--- config.mk ---
export PLATFORM = sky130hd
export DESIGN_NAME = bcd_game_timer
export DESIGN_NICKNAME = d
export VERILOG_FILES = /design/src/rtl/bcd_game_timer.sv
export SDC_FILE = /design/constraint.sdc
export NUM_CORES = 1
export LEC_CHECK = 0
export CORE_ASPECT_RATIO = 1.25
export CORE_UTILIZATION = 42
export DETAILED_ROUTE_END_ITERATION = 10
export DONT_BUFFER_PORTS = 1
export GPL_ROUTABILITY_DRIVEN = 1
export GPL_TIMING_DRIVEN = 1
export SYNTH_ARGS = -nofsm -noshare
export SYNTH_HDL_FRONTEND = slang
export SYNTH_SLANG_ARGS = --single-unit
--- constraint.sdc ---
create_clock -name clk -period 1.79 [get_ports clk]
set_clock_uncertainty 0.1 [all_clocks]
set_input_delay 0.4475 -clock clk [delete_from_list [all_inputs] [get_ports clk]]
set_output_delay 0.4475 -clock clk [all_outputs]
set_load 0.01 [all_outputs]
--- src/rtl/bcd_game_timer.sv ---
// bcd_game_timer: multi-digit BCD seconds timer with load, start/pause, up/down count and expiry.
// Define BCD_GAME_TIMER_LAP_EN to add the lap input and lap_count capture register.
module bcd_game_timer #(
  parameter int CLOCK_FREQ = 10_000,
  parameter int TICK_HZ    = 1,
  parameter int DIGITS     = 2
) (
  input  logic                clk,
  input  logic                rst,
  input  logic                load,
  input  logic [4*DIGITS-1:0] load_val,
  input  logic                start,
  input  logic                pause,
  input  logic                count_down,
`ifdef BCD_GAME_TIMER_LAP_EN
  input  logic                lap,
  output logic [4*DIGITS-1:0] lap_count,
`endif
  output logic [4*DIGITS-1:0] count,
  output logic                tick,
  output logic                running,
  output logic                done,
  output logic                expired,
  output logic [1:0]          fsm_state
);

  localparam int DIV = CLOCK_FREQ / TICK_HZ;
  localparam int PW  = (DIV > 1) ? $clog2(DIV) : 1;
  localparam int CW  = 4 * DIGITS;
  localparam logic [PW-1:0] PRESC_LAST = PW'(DIV - 1);

  localparam logic [1:0] S_IDLE = 2'd0;
  localparam logic [1:0] S_RUN  = 2'd1;
  localparam logic [1:0] S_DONE = 2'd2;

  // Handshake: none; load/start are single-cycle pulses sampled on posedge clk,
  // tick/done are single-cycle registered pulses aligned with the new count.
  logic [1:0]    state;
  logic [PW-1:0] presc;
  logic          dir_down;
  logic [CW-1:0] load_sat;
  logic [CW-1:0] count_inc;
  logic [CW-1:0] count_dec;
  logic          count_zero;
  logic          inc_wraps;
  logic          dec_hits_zero;

  always_comb begin : saturate_load
    load_sat = '0;
    for (int i = 0; i < DIGITS; i++) begin
      load_sat[4*i +: 4] = (load_val[4*i +: 4] > 4'd9) ? 4'd9 : load_val[4*i +: 4];
    end
  end

  always_comb begin : bcd_step
    logic carry;
    logic borrow;
    count_inc = '0;
    count_dec = '0;
    carry     = 1'b1;
    borrow    = 1'b1;
    for (int i = 0; i < DIGITS; i++) begin
      if (carry) begin
        if (count[4*i +: 4] == 4'd9) begin
          count_inc[4*i +: 4] = 4'd0;
        end else begin
          count_inc[4*i +: 4] = count[4*i +: 4] + 4'd1;
          carry = 1'b0;
        end
      end else begin
        count_inc[4*i +: 4] = count[4*i +: 4];
      end
      if (borrow) begin
        if (count[4*i +: 4] == 4'd0) begin
          count_dec[4*i +: 4] = 4'd9;
        end else begin
          count_dec[4*i +: 4] = count[4*i +: 4] - 4'd1;
          borrow = 1'b0;
        end
      end else begin
        count_dec[4*i +: 4] = count[4*i +: 4];
      end
    end
  end

  // Only all-9s increments to zero, and only a count of 1 decrements to zero.
  assign count_zero    = (count == '0);
  assign inc_wraps     = (count_inc == '0);
  assign dec_hits_zero = (count_dec == '0);

  always_ff @(posedge clk) begin
    if (rst) begin
      state    <= S_IDLE;
      presc    <= '0;
      dir_down <= 1'b0;
      count    <= '0;
      tick     <= 1'b0;
      done     <= 1'b0;
    end else begin
      tick <= 1'b0;
      done <= 1'b0;
      if (load) begin
        count <= load_sat;
        presc <= '0;
        state <= S_IDLE;
      end else begin
        case (state)
          S_RUN: begin
            if (!pause) begin
              if (presc == PRESC_LAST) begin
                presc <= '0;
                tick  <= 1'b1;
                if (dir_down) begin
                  count <= count_dec;
                  if (dec_hits_zero) begin
                    done  <= 1'b1;
                    state <= S_DONE;
                  end
                end else begin
                  count <= count_inc;
                  if (inc_wraps) done <= 1'b1;
                end
              end else begin
                presc <= presc + PW'(1);
              end
            end
          end
          default: begin
            // IDLE, DONE (and any illegal encoding) accept start.
            if (start) begin
              dir_down <= count_down;
              presc    <= '0;
              if (count_down && count_zero) begin
                state <= S_DONE;
                done  <= 1'b1;
              end else begin
                state <= S_RUN;
              end
            end
          end
        endcase
      end
    end
  end

`ifdef BCD_GAME_TIMER_LAP_EN
  // Captures the value held before any step on the same edge.
  always_ff @(posedge clk) begin
    if (rst) begin
      lap_count <= '0;
    end else if (lap && (state == S_RUN)) begin
      lap_count <= count;
    end
  end
`endif

  assign running   = (state == S_RUN);
  assign expired   = (state == S_DONE);
  assign fsm_state = state;

endmodule

Yosys cells after proc, flatten, opt, wreduce, memory -nomap -nowiden. Cells that the tools add are included.

Register bits: 27. Input port bits: 14. Output and inout bits: 14. Logic and storage cells: 75.

Add/sub/neg operators: 5. Order comparisons: 2. Eq/ne operators: 10. Muxes and demuxes: 35. Bitwise logic cells: 2. Reduce and logical (&&, ||, !) cells: 15.

Operators by type and width (count): two-way mux 14 bit (4); two-way mux 8 bit (5); two-way mux 4 bit (8); logical NOT 8 bit (3); adder 14 x 1 -> 14 bit (second input constant) (1); equality test 14 bit (second input constant) (1); two-way mux 2 bit (7); two-way mux 1 bit (11); adder 4 x 1 -> 4 bit (second input constant) (2); equality test 4 bit (second input constant) (2); greater-than comparator 4 bit (second input constant) (2); logical NOT 4 bit (2); subtractor 4 x 1 -> 4 bit (second input constant) (2); != test 2 x 1 -> 1 bit (second input constant) (3); AND reduction 3 bit (2); nonzero test 2 bit (3); AND reduction 5 bit (1); != test 2 bit (second input constant) (2); OR reduction 4 bit (1); equality test 2 x 1 -> 1 bit (second input constant) (1); equality test 2 bit (second input constant) (1); NOT 1 bit (2); AND reduction 2 bit (1); OR reduction 2 bit (1); logical AND 1 bit (1).

Longest topological paths before layout.
Depth after elaboration: 9. Gate-level depth with buffers: 7.

Least setup slack after synthesis. No wires, ideal clock.

Path type: register -> register. From: register presc[0]. To: register presc[10]. Setup time: 0.074 ns. Data arrival time: 1.621 ns. Slack: -0.006 ns. Stages on the path, launching flop included: 8. Buffers on the path: 1. Cell sequence: dfxtp_1 -> ha_1 -> and3_1 -> and4_1 -> buf_2 -> nand2_1 -> nand3_1 -> a21oi_1.

Longest elaborated chain between the ends: 4. Elaborated cells on any way between the ends: 5. Those cells by class: 1 x add/sub; 1 x eq/ne; 3 x mux.

Ends and longest elaborated chain: start, declared (line 39) `logic [PW-1:0] presc;`; start signal, assigned (line 124) `presc <= presc + PW'(1);`; adder 14 x 1 -> 14 bit or equality test 14 bit (tied branches) (line 124, 110); two-way mux 14 bit (*) (line 110) `if (presc == PRESC_LAST) begin`; two-way mux 14 bit (*) (line 109) `if (!pause) begin`; two-way mux 14 bit (*) (line 107) `case (state)`.

Every way passes the cells marked *; elsewhere a longest branch is shown, timed or not. The select of a mux whose other input is x is not followed. A chain may end at the register's enable or synchronous reset.

Worst setup path in the final report.
From: register count[1]. To: register count[6].

Longest elaborated chain between the ends: 8. Elaborated cells on any way between the ends: 11. Those cells by class: 1 x eq/ne; 9 x mux; 1 x reduce/logical.

Ends and longest elaborated chain: start, declared (line 19) `output logic [4*DIGITS-1:0] count,`; start signal, assigned (line 103) `count <= load_sat;`; start signal, assigned (line 114) `count <= count_dec;`; start signal, assigned (line 120) `count <= count_inc;`; equality test 4 bit or logical NOT 4 bit (tied branches) (line 64, 74); two-way mux 1 bit (on tied branches) (line 64, 74); two-way mux 4 bit (on tied branches) (line 63, 73); two-way mux 8 bit (*) (line 113) `if (dir_down) begin`; two-way mux 8 bit (*) (line 110); two-way mux 8 bit (*) (line 109); two-way mux 8 bit (*) (line 107); two-way mux 8 bit (*) (line 102) `if (load) begin`.

Marked as above.

==> run_results.csv <==
group,metric,value,unit
sta,hold_viol,0,
cells_and_area,mostFrequentLayoutCell,"buf_4",
cts,htreeDepth,1,
cells_and_area,layout_common_cells,"43 x buf_4, 23 x nor2_1, 22 x dfxtp_1",
cts,clockRootBuffer,"clkbuf_8",
sta,holdWs,0.117,ns
drt,via_count,1902,
yosys,ys_seq_area_share,29.5,%
cells_and_area,layout-drive-gt1-share,27.6,%
grt,grt_pass1_vias,1748,
die,initial_core_util,44.4,%
power,p_per_area,534,mW/mm²
sta,fin_setup_tns,0,ns
worst_setup_path,end_kind,"register",
drt,dr.pass1.iters,4,
worst_setup_path,arrival,1.85,ns
grt,grt_max_degree,22,
grt,grt_use_met1,26.1,%
die,die_h,75.9,µm
grt,grt_pass1_wl,8010,µm
die,die-width,61.1,µm
yosys,syn_area,0.00183,mm²
sta,slew_headroom,69.4,%
power,power_frac_comb,20.2,%
yosys,ys_types,57,
drt,wl_per_cell,15.3,µm
power,pwr-share-seq,51.2,%
worst_setup_path,slowest_delay,0.37,ns
worst_setup_path,critical-path-top-delay-family,"simple AND/OR/NAND/NOR gates",
yosys,synth-async-reset-ratio,0,%
yosys,synth-seq-cells,27,
die,top_level_ports,28,
cts,clkSinkCount,27,
cts,path_clk_slew,0.10,ns
sta,rsz0062_at_grt,"true",
worst_setup_path,critPathKind,"reg -> reg",
worst_setup_path,cp_max_fo,4,
grt,track_usage,23.5,%
worst_setup_path,critPathBufInv,0,
worst_setup_path,critPathSlowestCell,"dfxtp_4",
grt,grt.busiest_layer,"met2",
power,vdd_drop_max,351,µV
grt,met3_usage,2.55,%
drt,wl,5050,µm
power,power.internal,888,µW
sta,fmaxAchievable,0.572,GHz
die,dieArea,0.00464,mm²
yosys,synth_area_leaders,"dfxtp_1 29%, nor2_1 4.9%, nand2_1 4.1%",
placed_design,io_buffers,0,
worst_setup_path,startpoint_type,"register",
yosys,syn_area_per_cell,7.58,µm²
cells_and_area,fillers,415,
cts,tritoncts,"built",
grt,met2_usage,45.3,%
die,num_rows,26,
drt,drt-vias-per-instance,5.75,
drt,drt_iter0_drc,97,
yosys,synth_top_area_cell,"dfxtp_1",
yosys,syn_nets,257,
power,clockPowerShare,28.6,%
power,power.leakage,0.872,nW
yosys,synth_top_area_share,29.5,%
sta,worst_pin_slew,0.458,ns
grt,grt_overflow,0,
run,drv_cap,0,
cts,cts_made_buffers,3,
cts,clock_latency,0.28,ns
cells_and_area,syn2layout_area_growth,26.9,%
worst_setup_path,crit_chain,"nor4_4 -> nor3b_4 -> a311oi_1 -> a211o_1 -> a221oi_2",
sta,fin_crit,1.75,ns
grt,antenna_found_initial,0,
yosys,synthesis.instances,242,
cells_and_area,diodes,0,
sta,final-max-slew-violation-count,0,
hold_path,hold_class,"in -> reg",
power,p_sw_share,28.6,%
placed_design,place_hpwl,3850,µm
sta,finalSetupViolCount,0,
cells_and_area,final_core_util,56.4,%
yosys,yosysWarnings,0,
yosys,synth_ff_type,"dfxtp_1",
power,switchingPower,355,µW
run_status,run_status,"completed",
die,placeableCoreArea,0.00413,mm²
worst_setup_path,required,1.89,ns
drt,drc,0,
cells_and_area,nets,291,
drt,final_antenna_net_count,0,
cts,cts_buffer_depth,2,
placed_design,gp_congestion,0.874,
yosys,synth_edf_count,0,
sta,period_share,97.7,%
-- cell usage after synthesis, types with 3 or more instances --
master,number
a31oi_1,4
nor3_1,11
and3_1,5
a311oi_1,3
nand2b_1,5
nand3_1,14
xor2_1,6
xnor2_1,5
or3_1,4
clkbuf_1,13
inv_1,4
nand2_1,20
nor2_1,24
nor3b_1,3
and2_1,4
nand4_1,6
nor2b_1,6
a211oi_1,4
o21ai_1,5
dfxtp_1,27
a21oi_1,12
a32oi_1,3
o21ai_0,10
-- repair_timing --
action                     CTS  global route
buffers inserted             0             1
setup endpoints to repair   12            14
gates resized for setup      4            23
pin swaps                    2            11
hold buffers                 0             0
gates cloned                 0             0
-- routing by layer --
metal / share of wire, % / wire length (µm) / vias to the layer above
met2: 55 / 2770 / 32
met4: 1.5 / 74 / 0
met3: 3.2 / 164 / 7
met1: 40 / 2040 / 905
li1: - / - / 958
met5: 0 / 0 / -
-- kinds of logic after synthesis --
group,count (synthesis),synth area share [%]
adders and majority gates,1,0.682
muxes,3,1.71
xor gates and xnor gates,11,5.25
DFF,27,29.5
AOI/OAI and AO/OA,60,22.5
buffers and inverters,20,4.23
and+or+nand+nor,120,36.2
-- layout make-up --
| type | count | area (µm²) | share of cell area [%] |
|---|---|---|---|
| timing repair buffer | 44 | 334 | 14.3 |
| inverter | 5 | 18.8 | 0.806 |
| clock buffer | 4 | 45.0 | 1.93 |
| multi-input combinational | 195 | 1310 | 56.1 |
| tap | 56 | 70.1 | 3.01 |
| sequential | 27 | 554 | 23.8 |
-- state kept, by name, indices dropped and copies added (netlist names) --
name and cells:
tick 1, done 1, count 8, dir_down 1, presc 14, fsm_state 2
-- final timing paths --
path / start / end / slack, ns / depth (start not counted)
setup / recovery: count[1]$_SDFFE_PP0P_ / count[6]$_SDFFE_PP0P_ / 0.04 / 5
hold / removal: rst / count[6]$_SDFFE_PP0P_ / 0.12 / 1
setup reg to reg: count[1]$_SDFFE_PP0P_ / count[6]$_SDFFE_PP0P_ / 0.04 / 5
hold reg to reg: presc[13]$_SDFFE_PP0P_ / presc[13]$_SDFFE_PP0P_ / 0.39 / 2
-- power by group through the flow --
| stage | logic (mW) | registers (mW) | clock network (mW) |
|---|---|---|---|
| floorplan | 0.163 | 0.651 | 0 |
| global placement | 0.233 | 0.649 | 0 |
| detailed placement | 0.235 | 0.650 | 0 |
| CTS | 0.243 | 0.638 | 0.366 |
| global route | 0.275 | 0.639 | 0.390 |
| finish | 0.251 | 0.637 | 0.356 |
-- through the flow --
stage / std cells / power [mW] / setup slack (ns) / area, µm²
2_1_floorplan: 242 / 0.814 / 0.0186 / 1840
3_3_place_gp: 326 / 0.882 / -0.0367 / 2170
3_5_place_dp: 326 / 0.885 / -0.0682 / 2170
4_1_cts: 330 / 1.25 / -0.0318 / 2240
5_1_grt: 331 / 1.30 / -0.0561 / 2330
6_report: 331 / 1.24 / 0.0416 / 2330
Power figures use the tool's default switching activity.
